<file path="src/rtl/multi_edge_detect_pkg.sv">
// edge_pkg: edge-mode type, default channel parameters and the mode qualifier helper
package edge_pkg;
  typedef enum logic [1:0] {EDGE_OFF, EDGE_RISE, EDGE_FALL, EDGE_BOTH} edge_mode_t;
  localparam int DEF_N_CH = 4;
  localparam int DEF_SYNC_STAGES = 2;
  localparam int DEF_DEBOUNCE_CYCLES = 4;
  function automatic logic mode_allows(edge_mode_t m, logic rise);
    return rise ? (m == EDGE_RISE || m == EDGE_BOTH) : (m == EDGE_FALL || m == EDGE_BOTH);
  endfunction
endpackage

</file>
<file path="src/rtl/multi_edge_detect_if.sv">
// multi_edge_detect_if: per-channel level/mode/clear inputs and tick/pending status outputs
interface multi_edge_detect_if #(parameter int N_CH = 4);
  logic [N_CH-1:0] level, clear, tick, pending;
  logic [2*N_CH-1:0] mode;
  logic any_pending;
  modport master(output level, mode, clear, input tick, pending, any_pending);
  modport slave(input level, mode, clear, output tick, pending, any_pending);
endinterface

</file>
<file path="src/rtl/multi_edge_detect_channel.sv">
// edge_channel: one channel of synchroniser, debounce filter, edge qualifier and sticky pending flag
module edge_channel import edge_pkg::*; #(
  parameter int SYNC_STAGES = DEF_SYNC_STAGES,
  parameter int DEBOUNCE_CYCLES = DEF_DEBOUNCE_CYCLES
)(
  input  logic       clk,
  input  logic       reset_n,
  input  logic       level,
  input  edge_mode_t mode,
  input  logic       clear,
  output logic       tick,
  output logic       pending,
  output logic       pending_next
);
  localparam int CW = $clog2(DEBOUNCE_CYCLES + 1);
  logic [SYNC_STAGES-1:0] sync_q, sync_d;
  logic [CW-1:0] cnt_q, cnt_d;
  logic filt_q, filt_d, tick_q, tick_d, pending_q, pending_d;
  logic sync_out, upd;
  assign sync_out = sync_q[SYNC_STAGES-1];
  // filt only moves once sync_out has disagreed with it for DEBOUNCE_CYCLES straight cycles
  assign upd = (sync_out != filt_q) && (cnt_q == CW'(DEBOUNCE_CYCLES - 1));
  always_comb begin
    sync_d = {sync_q[SYNC_STAGES-2:0], level};
    cnt_d = (sync_out == filt_q || upd) ? '0 : cnt_q + 1'b1;
    filt_d = upd ? sync_out : filt_q;
    tick_d = upd && mode_allows(mode, sync_out);
    pending_d = tick_d | (pending_q & ~clear);
  end
  always_ff @(posedge clk or negedge reset_n)
    if (!reset_n) begin
      sync_q <= '0;
      cnt_q <= '0;
      filt_q <= 1'b0;
      tick_q <= 1'b0;
      pending_q <= 1'b0;
    end else begin
      sync_q <= sync_d;
      cnt_q <= cnt_d;
      filt_q <= filt_d;
      tick_q <= tick_d;
      pending_q <= pending_d;
    end
  assign tick = tick_q;
  assign pending = pending_q;
  assign pending_next = pending_d;
endmodule

</file>
<file path="src/rtl/multi_edge_detect.sv">
// multi_edge_detect: N independent debounced edge-detect channels plus a registered any-pending summary
module multi_edge_detect import edge_pkg::*; #(
  parameter int N_CH = DEF_N_CH,
  parameter int SYNC_STAGES = DEF_SYNC_STAGES,
  parameter int DEBOUNCE_CYCLES = DEF_DEBOUNCE_CYCLES
)(
  input logic clk,
  input logic reset_n,
  multi_edge_detect_if.slave bus
);
  logic [N_CH-1:0] pending_next;
  logic any_pending_q, any_pending_d;
  for (genvar i = 0; i < N_CH; i++) begin : g_ch
    edge_channel #(.SYNC_STAGES(SYNC_STAGES), .DEBOUNCE_CYCLES(DEBOUNCE_CYCLES)) u_ch (
      .clk(clk),
      .reset_n(reset_n),
      .level(bus.level[i]),
      .mode(edge_mode_t'(bus.mode[2*i+:2])),
      .clear(bus.clear[i]),
      .tick(bus.tick[i]),
      .pending(bus.pending[i]),
      .pending_next(pending_next[i])
    );
  end
  // summarise the next-state flags so any_pending switches on the same edge as pending
  always_comb any_pending_d = |pending_next;
  always_ff @(posedge clk or negedge reset_n)
    if (!reset_n) any_pending_q <= 1'b0;
    else any_pending_q <= any_pending_d;
  assign bus.any_pending = any_pending_q;
endmodule

</file>
<file path="src/flat_wrapper.sv">
// flat-port wrapper written by rule: the top's interface ports become plain ports
module multi_edge_detect_flat import edge_pkg::*;
#(
  parameter int N_CH = DEF_N_CH,
  parameter int SYNC_STAGES = DEF_SYNC_STAGES,
  parameter int DEBOUNCE_CYCLES = DEF_DEBOUNCE_CYCLES
)
  (clk, reset_n, bus_level, bus_mode, bus_clear, bus_tick, bus_pending, bus_any_pending);
  multi_edge_detect_if #(.N_CH(N_CH)) bus_i ();
  input logic clk;
  input logic reset_n;
  input wire logic [$bits(bus_i.level)-1:0] bus_level;
  input wire logic [$bits(bus_i.mode)-1:0] bus_mode;
  input wire logic [$bits(bus_i.clear)-1:0] bus_clear;
  output wire logic [$bits(bus_i.tick)-1:0] bus_tick;
  output wire logic [$bits(bus_i.pending)-1:0] bus_pending;
  output wire logic [$bits(bus_i.any_pending)-1:0] bus_any_pending;
  assign bus_i.level = bus_level;
  assign bus_i.mode = bus_mode;
  assign bus_i.clear = bus_clear;
  assign bus_tick = bus_i.tick;
  assign bus_pending = bus_i.pending;
  assign bus_any_pending = bus_i.any_pending;
  multi_edge_detect #(.N_CH(N_CH), .SYNC_STAGES(SYNC_STAGES), .DEBOUNCE_CYCLES(DEBOUNCE_CYCLES)) u_core (.clk(clk), .reset_n(reset_n), .bus(bus_i));
endmodule
</file>
<file path="config.mk">
export PLATFORM = sky130hd
export DESIGN_NAME = multi_edge_detect_flat
export DESIGN_NICKNAME = d
export VERILOG_FILES = /design/src/rtl/multi_edge_detect_pkg.sv /design/src/rtl/multi_edge_detect_if.sv /design/src/rtl/multi_edge_detect_channel.sv /design/src/rtl/multi_edge_detect.sv /design/src/flat_wrapper.sv
export SDC_FILE = /design/constraint.sdc
export NUM_CORES = 1
export LEC_CHECK = 0
export BUFFER_PORTS_ARGS = -buffer_cell sky130_fd_sc_hd__buf_2
export CORE_MARGIN = 1
export CORE_UTILIZATION = 52
export DETAILED_ROUTE_END_ITERATION = 7
export PLACE_DENSITY = 0.76
export SYNTH_ARGS = -nofsm -noshare
export SYNTH_HDL_FRONTEND = slang
export SYNTH_SLANG_ARGS = --single-unit
</file>
<file path="constraint.sdc">
create_clock -name clk -period 2.3 [get_ports clk]
set_clock_uncertainty 0.2 [all_clocks]
set_input_delay 0.115 -clock clk [delete_from_list [all_inputs] [get_ports clk]]
set_output_delay 0.115 -clock clk [all_outputs]
set_load 0.02 [all_outputs]
</file>
==> impl_metrics.toml, run 1 <==
[cts]
ctsHoldBuffers = 21
htreeDepth = 2
clkSinkCount = 33
clock_latency_ps = 320
cts_resized = 0
root_buffer = "clkbuf_4"
clockBufferDepth = 2
cts_made_buffers = 5
tritoncts = "built"
post_cts_buffers = 0
clk_pin_slew_worst_paths_ps = 90

[timing]
setup_viol = 0
drv_slew = 0
rsz0062_at_grt = "no"
timing.final.crit_share_pct = 83.9
setup-tns-final_ps = 0
slew_headroom_pct = 54.2
hold_viol_final = 0
worst_slew_pin_slew_ps = 687
min_period_ps = 1930
timing.fmax_ghz = 0.518

[critical_path]
crit_arrival_ps = 1940
worstPathCellList = "ha_1 > ha_1 > nand2_1 > o221ai_1 > dlygate4sd3_1"
cp_slowest_cell = "dlygate4sd3_1"
worstSetupPathType = "flip-flop to flip-flop"
cp_top_family = "buffers and inverters"
end_kind = "flip-flop"
slowest_delay_ps = 580
cp_max_fo = 4
rr_endpoint = "u_core.g_ch[2].u_ch.pending$_DFF_PN0_"
cpMostUsedCell = "ha_1"
worstPathRequired_ps = 2310
rr_startpoint = "u_core.g_ch[2].u_ch.cnt_q[0]$_DFF_PN0_"
startpoint_type = "flip-flop"
path_buf_inv = 1
r2r_setup_slack_ps = 370
r2r_cells = 5

[die]
die_w_um = 52.7
start_util_pct = 57.6
ios = 27
row_count = 17
die-area_um2 = 2770
die_y_um = 52.7
core_um2 = 2320

[detailed_routing]
vias = 857
first_iter_violations = 3
dr.pass1.iters = 4
drc = 0
wl_per_cell_um = 11.2
wl_mm = 2.03
final_antenna_net_count = 0
via_per_inst = 4.73

[placement]
globalplace.congestion = 0.738
numPortBuffers = 26
hpwl_mm = 1.39
place_area_um2 = 1440

[power_and_ir_drop]
p_total_uw = 1450
powerDensity_nw_per_um2 = 855
p_leak_uw = 0.000875
ir_drop_v = 0.000652

[hold_path]
hold_path.startpoint = "bus_mode[3]"
hold_depth = 4
whs_endpoint = "u_core.bus.any_pending$_DFF_PN0_"
min_path_type = "input pin to flip-flop"

[global_route]
track_usage_pct = 18.4
grt_pass1_wl_mm = 3.35
grt_pass1_vias = 814
antenna_found_initial = 0
overflow = 0
grt_max_degree = 34

[yosys]
syn_avg_cell_area_um2 = 12.6
ys_seq_elements = 33
synth_cells = 106
ys_warn_count = 0
yosysUniqueCellTypes = 15
syn_nets = 132
syn_area_um2 = 1340
ys_seq_area_share_pct = 61.9

[outcome]
outcome = "complete, no violations"

[layout]
area_delta_synth_final_pct = 27.3
layout.nets = 178
utilization_pct = 73.3
diodes = 0
drive_above_1_share_pct = 26.8
final_area_um2 = 1700

[job]
drv_cap = 0
## flip-flops by register name, indices dropped and copies added (netlist names)
register and flops:
u_core.g_ch.u_ch.tick 4, u_core.g_ch.u_ch.cnt_q 12, u_core.g_ch.u_ch.sync_q 8, u_core.g_ch.u_ch.filt_q 4, u_core.bus.any_pending 1, u_core.g_ch.u_ch.pending 4
## worst min-delay path, cell delays in order
cell and delay (ps):
buf_2 80, nand2_1 70, o221ai_2 160, or4_1 100
## worst max path at each step
stage | startpoint | to | slack (ps) | cells past startpoint
4_1_cts | u_core.g_ch[3].u_ch.cnt_q[0]$_DFF_PN0_ | u_core.g_ch[3].u_ch.pending$_DFF_PN0_ | 360 | 5
6_report | u_core.g_ch[2].u_ch.cnt_q[0]$_DFF_PN0_ | u_core.g_ch[2].u_ch.pending$_DFF_PN0_ | 370 | 5
2_1_floorplan | u_core.g_ch[1].u_ch.cnt_q[0]$_DFF_PN0_ | u_core.bus.any_pending$_DFF_PN0_ | 490 | 5
3_5_place_dp | u_core.g_ch[1].u_ch.cnt_q[0]$_DFF_PN0_ | u_core.bus.any_pending$_DFF_PN0_ | 440 | 5
5_1_grt | u_core.g_ch[2].u_ch.cnt_q[0]$_DFF_PN0_ | u_core.g_ch[2].u_ch.pending$_DFF_PN0_ | 240 | 5
3_3_place_gp | u_core.g_ch[1].u_ch.cnt_q[0]$_DFF_PN0_ | u_core.bus.any_pending$_DFF_PN0_ | 460 | 5
## cells in the mapped netlist
cell type	instances	area, µm²
dfrtp_1	33	826
inv_1	8	30.0
nor2_1	12	45.0
a21o_1	4	30.0
o221ai_2	3	45.0
ha_1	8	100
mux2_2	4	45.0
nand2b_1	9	56.3
nand2b_2	1	8.76
o22ai_1	4	25.0
or4_1	1	7.51
o221ai_1	1	8.76
buf_4	8	60.1
nand2_1	8	30.0
or2b_2	2	17.5
## where the power goes
group,internal (µW),switching [µW],total (µW)
Combinational,197,204,402
Sequential,708,59.2,767
Clock,122,163,285
## metal layers
layer | global-route usage [%] | share of wire [%]
met4 | 11.8 | 2.3
met2 | 30.6 | 50
met3 | 8.12 | 4.7
met1 | 18.4 | 43
met5 | 0 | 0
## layout make-up
type	instances	area, µm²
Clock buffer	8	48.8
Fill cell	159	619
Inverter	8	30.0
Multi-Input combinational cell	57	419
Sequential cell	33	826
Tap cell	28	35.0
Timing Repair Buffer	47	340
## cell usage in the layout (no fill, tap or decap), drive strengths merged
| cell type | count |
|---|---|
| mux2 | 4 |
| nand2b | 10 |
| dlygate4sd3 | 21 |
| o22ai | 4 |
| clkbuf | 8 |
| buf | 26 |
| inv | 8 |
| a21o | 4 |
| o221ai | 4 |
| or4 | 1 |
| ha | 8 |
| dfrtp | 33 |
| nor2 | 12 |
| or2b | 2 |
| nand2 | 8 |
## logic make-up after synthesis
kind of cell / count (synthesis) / share of synthesized area [%]
buffers and inverters: 16 / 6.75
adder cells (fa/ha/maj): 8 / 7.50
multiplexers: 4 / 3.37
AND/OR/NAND/NOR: 33 / 12.4
flip-flops: 33 / 61.9
AO/OA/AOI/OAI: 12 / 8.15
## through the flow
| step | cells | hold slack, ps | setup WS [ps] |
|---|---|---|---|
| after floorplan | 106 | -381 | 492 |
| after global placement | 152 | -7.44 | 461 |
| after detailed placement | 152 | 0.706 | 435 |
| after CTS | 181 | 15.1 | 364 |
| after global routing | 181 | 69.6 | 240 |
| final | 181 | 37.0 | 369 |
Power figures use the tool's default switching activity.
==> inputs of run 2 (changes only) <==
--- a/config.mk
+++ b/config.mk
@@ -5,11 +5,12 @@
 export SDC_FILE = /design/constraint.sdc
 export NUM_CORES = 1
 export LEC_CHECK = 0
+export ABC_AREA = 1
 export BUFFER_PORTS_ARGS = -buffer_cell sky130_fd_sc_hd__buf_2
 export CORE_MARGIN = 1
-export CORE_UTILIZATION = 52
+export CORE_UTILIZATION = 53
 export DETAILED_ROUTE_END_ITERATION = 7
-export PLACE_DENSITY = 0.76
+export PLACE_DENSITY = 0.77
 export SYNTH_ARGS = -nofsm -noshare
 export SYNTH_HDL_FRONTEND = slang
 export SYNTH_SLANG_ARGS = --single-unit
==> constraint.sdc (replaced) <==
create_clock -name clk -period 2 [get_ports clk]
set_clock_uncertainty 0.2 [all_clocks]
set_input_delay 0.1 -clock clk [delete_from_list [all_inputs] [get_ports clk]]
set_output_delay 0.1 -clock clk [all_outputs]
set_load 0.02 [all_outputs]
==> run 2 against run 1 <==
Critical path depth unchanged. Sequential power increased by 21%. Clock power increased by 64%. Power increased by 31%. Register-to-register slack got worse by 290 ps. Global-route usage increased by 7.3 points. Final area increased by 2.3%. Largest cell class unchanged. Largest power group unchanged.
==> impl_metrics.toml, run 2 <==
[yosys]
ys_warn_count = 0
syn_avg_cell_area_um2 = 10.2
synth_edf_count = 0
syn_nets = 158
yosysMostFrequentCell = "dfrtp_1"
synth_top_cell_by_area = "dfrtp_1"
synthArstFlopShare_pct = 100
synth_cells = 132
netlist.area_leader.share_pct = 61.2
syn_area_um2 = 1350
ys_seq_elements = 33
ys_seq_area_share_pct = 61.2
synth_commonest_cells = "dfrtp_1 (33), nand2_1 (23), inv_1 (17)"
synth.area.top_cells = "dfrtp_1 (61%), ha_1 (7.4%), nand2_1 (6.4%), inv_1 (4.7%), buf_4 (4.4%)"
yosysUniqueCellTypes = 13
ys.flop_type = "dfrtp_1"

[global_route]
track_usage_pct = 25.7
grt_max_degree = 34
grt_pass1_wl_mm = 4.80
grt_pass1_vias = 1104
overflow = 0
antenna_found_initial = 0

[hold_path]
min_path_type = "input pin to flip-flop"

[placement]
dpl.cell_count = 178
place_area_um2 = 1460
pre_cts_ws_ps = 528
numPortBuffers = 26
globalplace.congestion = 0.792
hpwl_mm = 1.60

[cts]
clock_latency_ps = 340
root_buffer = "clkbuf_4"
htreeDepth = 2
clkSinkCount = 33
cts_made_buffers = 5
clockBufferDepth = 2
tritoncts = "built"
post_cts_buffers = 0
clk_pin_slew_worst_paths_ps = 90

[detailed_routing]
drc = 0
wl_per_cell_um = 13.5
via_per_inst = 4.88
first_iter_violations = 9
wl_mm = 2.78
final_antenna_net_count = 0
vias = 1006
dr.pass1.iters = 4

[layout]
drive_above_1_share_pct = 27.0
stdcell_count = 206
largest_reg_flops = 12
area_delta_synth_final_pct = 28.7
diodes = 0
top_regs = "u_core.g_ch.u_ch.cnt_q: 12 flops, u_core.g_ch.u_ch.sync_q: 8 flops"
layout_common_cells = "dfrtp_1 (33), buf_2 (26), nand2_1 (23)"
final_area_um2 = 1740
top_register = "u_core.g_ch.u_ch.cnt_q"
final_common_cell = "dfrtp_1"
layout.nets = 204

[die]
core_um2 = 2300
row_count = 17
start_util_pct = 58.8
die_y_um = 52.5
die_w_um = 52.5
ios = 27
die-area_um2 = 2750

[outcome]
outcome = "complete, no violations"

[timing]
worst_slew_pin_slew_ps = 704
worst_slack_ps = 79.9
rsz0062_at_grt = "no"
setup_viol = 0
timing.final.crit_share_pct = 96.0
slew_headroom_pct = 53.1
setup-tns-final_ps = 0
timing.fmax_ghz = 0.521
min_period_ps = 1920
hold_viol_final = 0
drv_slew = 0

[critical_path]
worstPathCellList = "ha_1 > ha_1 > nand2_2 > dlygate4sd3_1 > inv_1"
cpMostUsedCell = "ha_1"
cp_top_family = "buffers and inverters"
end_kind = "flip-flop"
cp_max_fo = 4
crit_arrival_ps = 1960
worstSetupPathType = "flip-flop to flip-flop"
cp_slowest_cell = "dlygate4sd3_1"
startpoint_type = "flip-flop"
r2r_setup_slack_ps = 80
worstPathRequired_ps = 2040
slowest_delay_ps = 570
path_buf_inv = 2

[power_and_ir_drop]
powerDensity_nw_per_um2 = 1100
ir_drop_v = 0.000791
p_leak_uw = 0.000985

[job]
drv_cap = 0
## run 2: cell count changes in the layout (fill, tap and decap cells not counted), sizes merged, moves of 8 or more
cell and delta:
nand2b -10, nand3 +8, nand2 +21, inv +16
## run 2: routing by layer
metal	vias up	global-route usage [%]	share of wire [%]
li1	486	-	-
met2	35	47.9	56
met5	-	0	0
met3	12	8.12	5.4
met1	473	25.8	37
met4	0	10.5	2.0
## run 2: cells by family (layout without fill, tap and decap cells)
family,after synthesis,count (layout),synth area share [%]
fa+ha+maj,8,8,7.41
buf+inv,32,78,11.1
compound gates,4,4,1.48
simple gates,55,55,18.8
flops,33,33,61.2
## run 2: cell type report
type | instances | area [µm²]
Inverter | 24 | 90.1
Clock buffer | 5 | 37.5
Clock inverter | 2 | 35.0
Fill cell | 156 | 559
Sequential cell | 33 | 826
Tap cell | 28 | 35.0
Multi-Input combinational cell | 67 | 374
Timing Repair Buffer | 47 | 340
## run 2: per-stage QoR
stage	total power [µW]	hold WS (ps)	util, %
detailed placement	1390	-16.9	63.3
finish	1910	26.9	75.7
global placement	1340	-19.8	63.3
CTS	1890	15.4	75.7
floorplan	1260	-396	-
global route	2040	58.3	75.7
## run 2: timing repair
action	CTS	global route
hold buffers	21	0
endpoints found under the hold margin	46	0
endpoints found under the setup margin	0	0
resized for setup	0	0
## run 2: worst min-delay path, cell delays in order
cell     delay [ps]
buf_2            70
nand3_1          70
nand2_1          70
nand2_2          60
nand2_2          70
nor2_2           40
nand2_1          50
## run 2: where the power goes
| part | internal, µW | leakage (µW) | switching, µW |
|---|---|---|---|
| logic | 215 | 0.000518 | 297 |
| clock network | 254 | 0.0000410 | 214 |
| registers | 829 | 0.000426 | 96.1 |
## run 2: final timing paths
path / startpoint / to / depth (start not counted)
min reg2reg: u_core.g_ch[0].u_ch.sync_q[0]$_DFF_PN0_ / u_core.g_ch[0].u_ch.sync_q[1]$_DFF_PN0_ / 0
max: u_core.g_ch[1].u_ch.cnt_q[0]$_DFF_PN0_ / u_core.g_ch[1].u_ch.tick$_DFF_PN0_ / 5
max in group asynchronous: reset_n / u_core.g_ch[1].u_ch.sync_q[0]$_DFF_PN0_ / 2
max reg2reg: u_core.g_ch[1].u_ch.cnt_q[0]$_DFF_PN0_ / u_core.g_ch[1].u_ch.tick$_DFF_PN0_ / 5
min in group asynchronous: reset_n / u_core.g_ch[1].u_ch.cnt_q[2]$_DFF_PN0_ / 2
min: bus_mode[6] / u_core.bus.any_pending$_DFF_PN0_ / 7
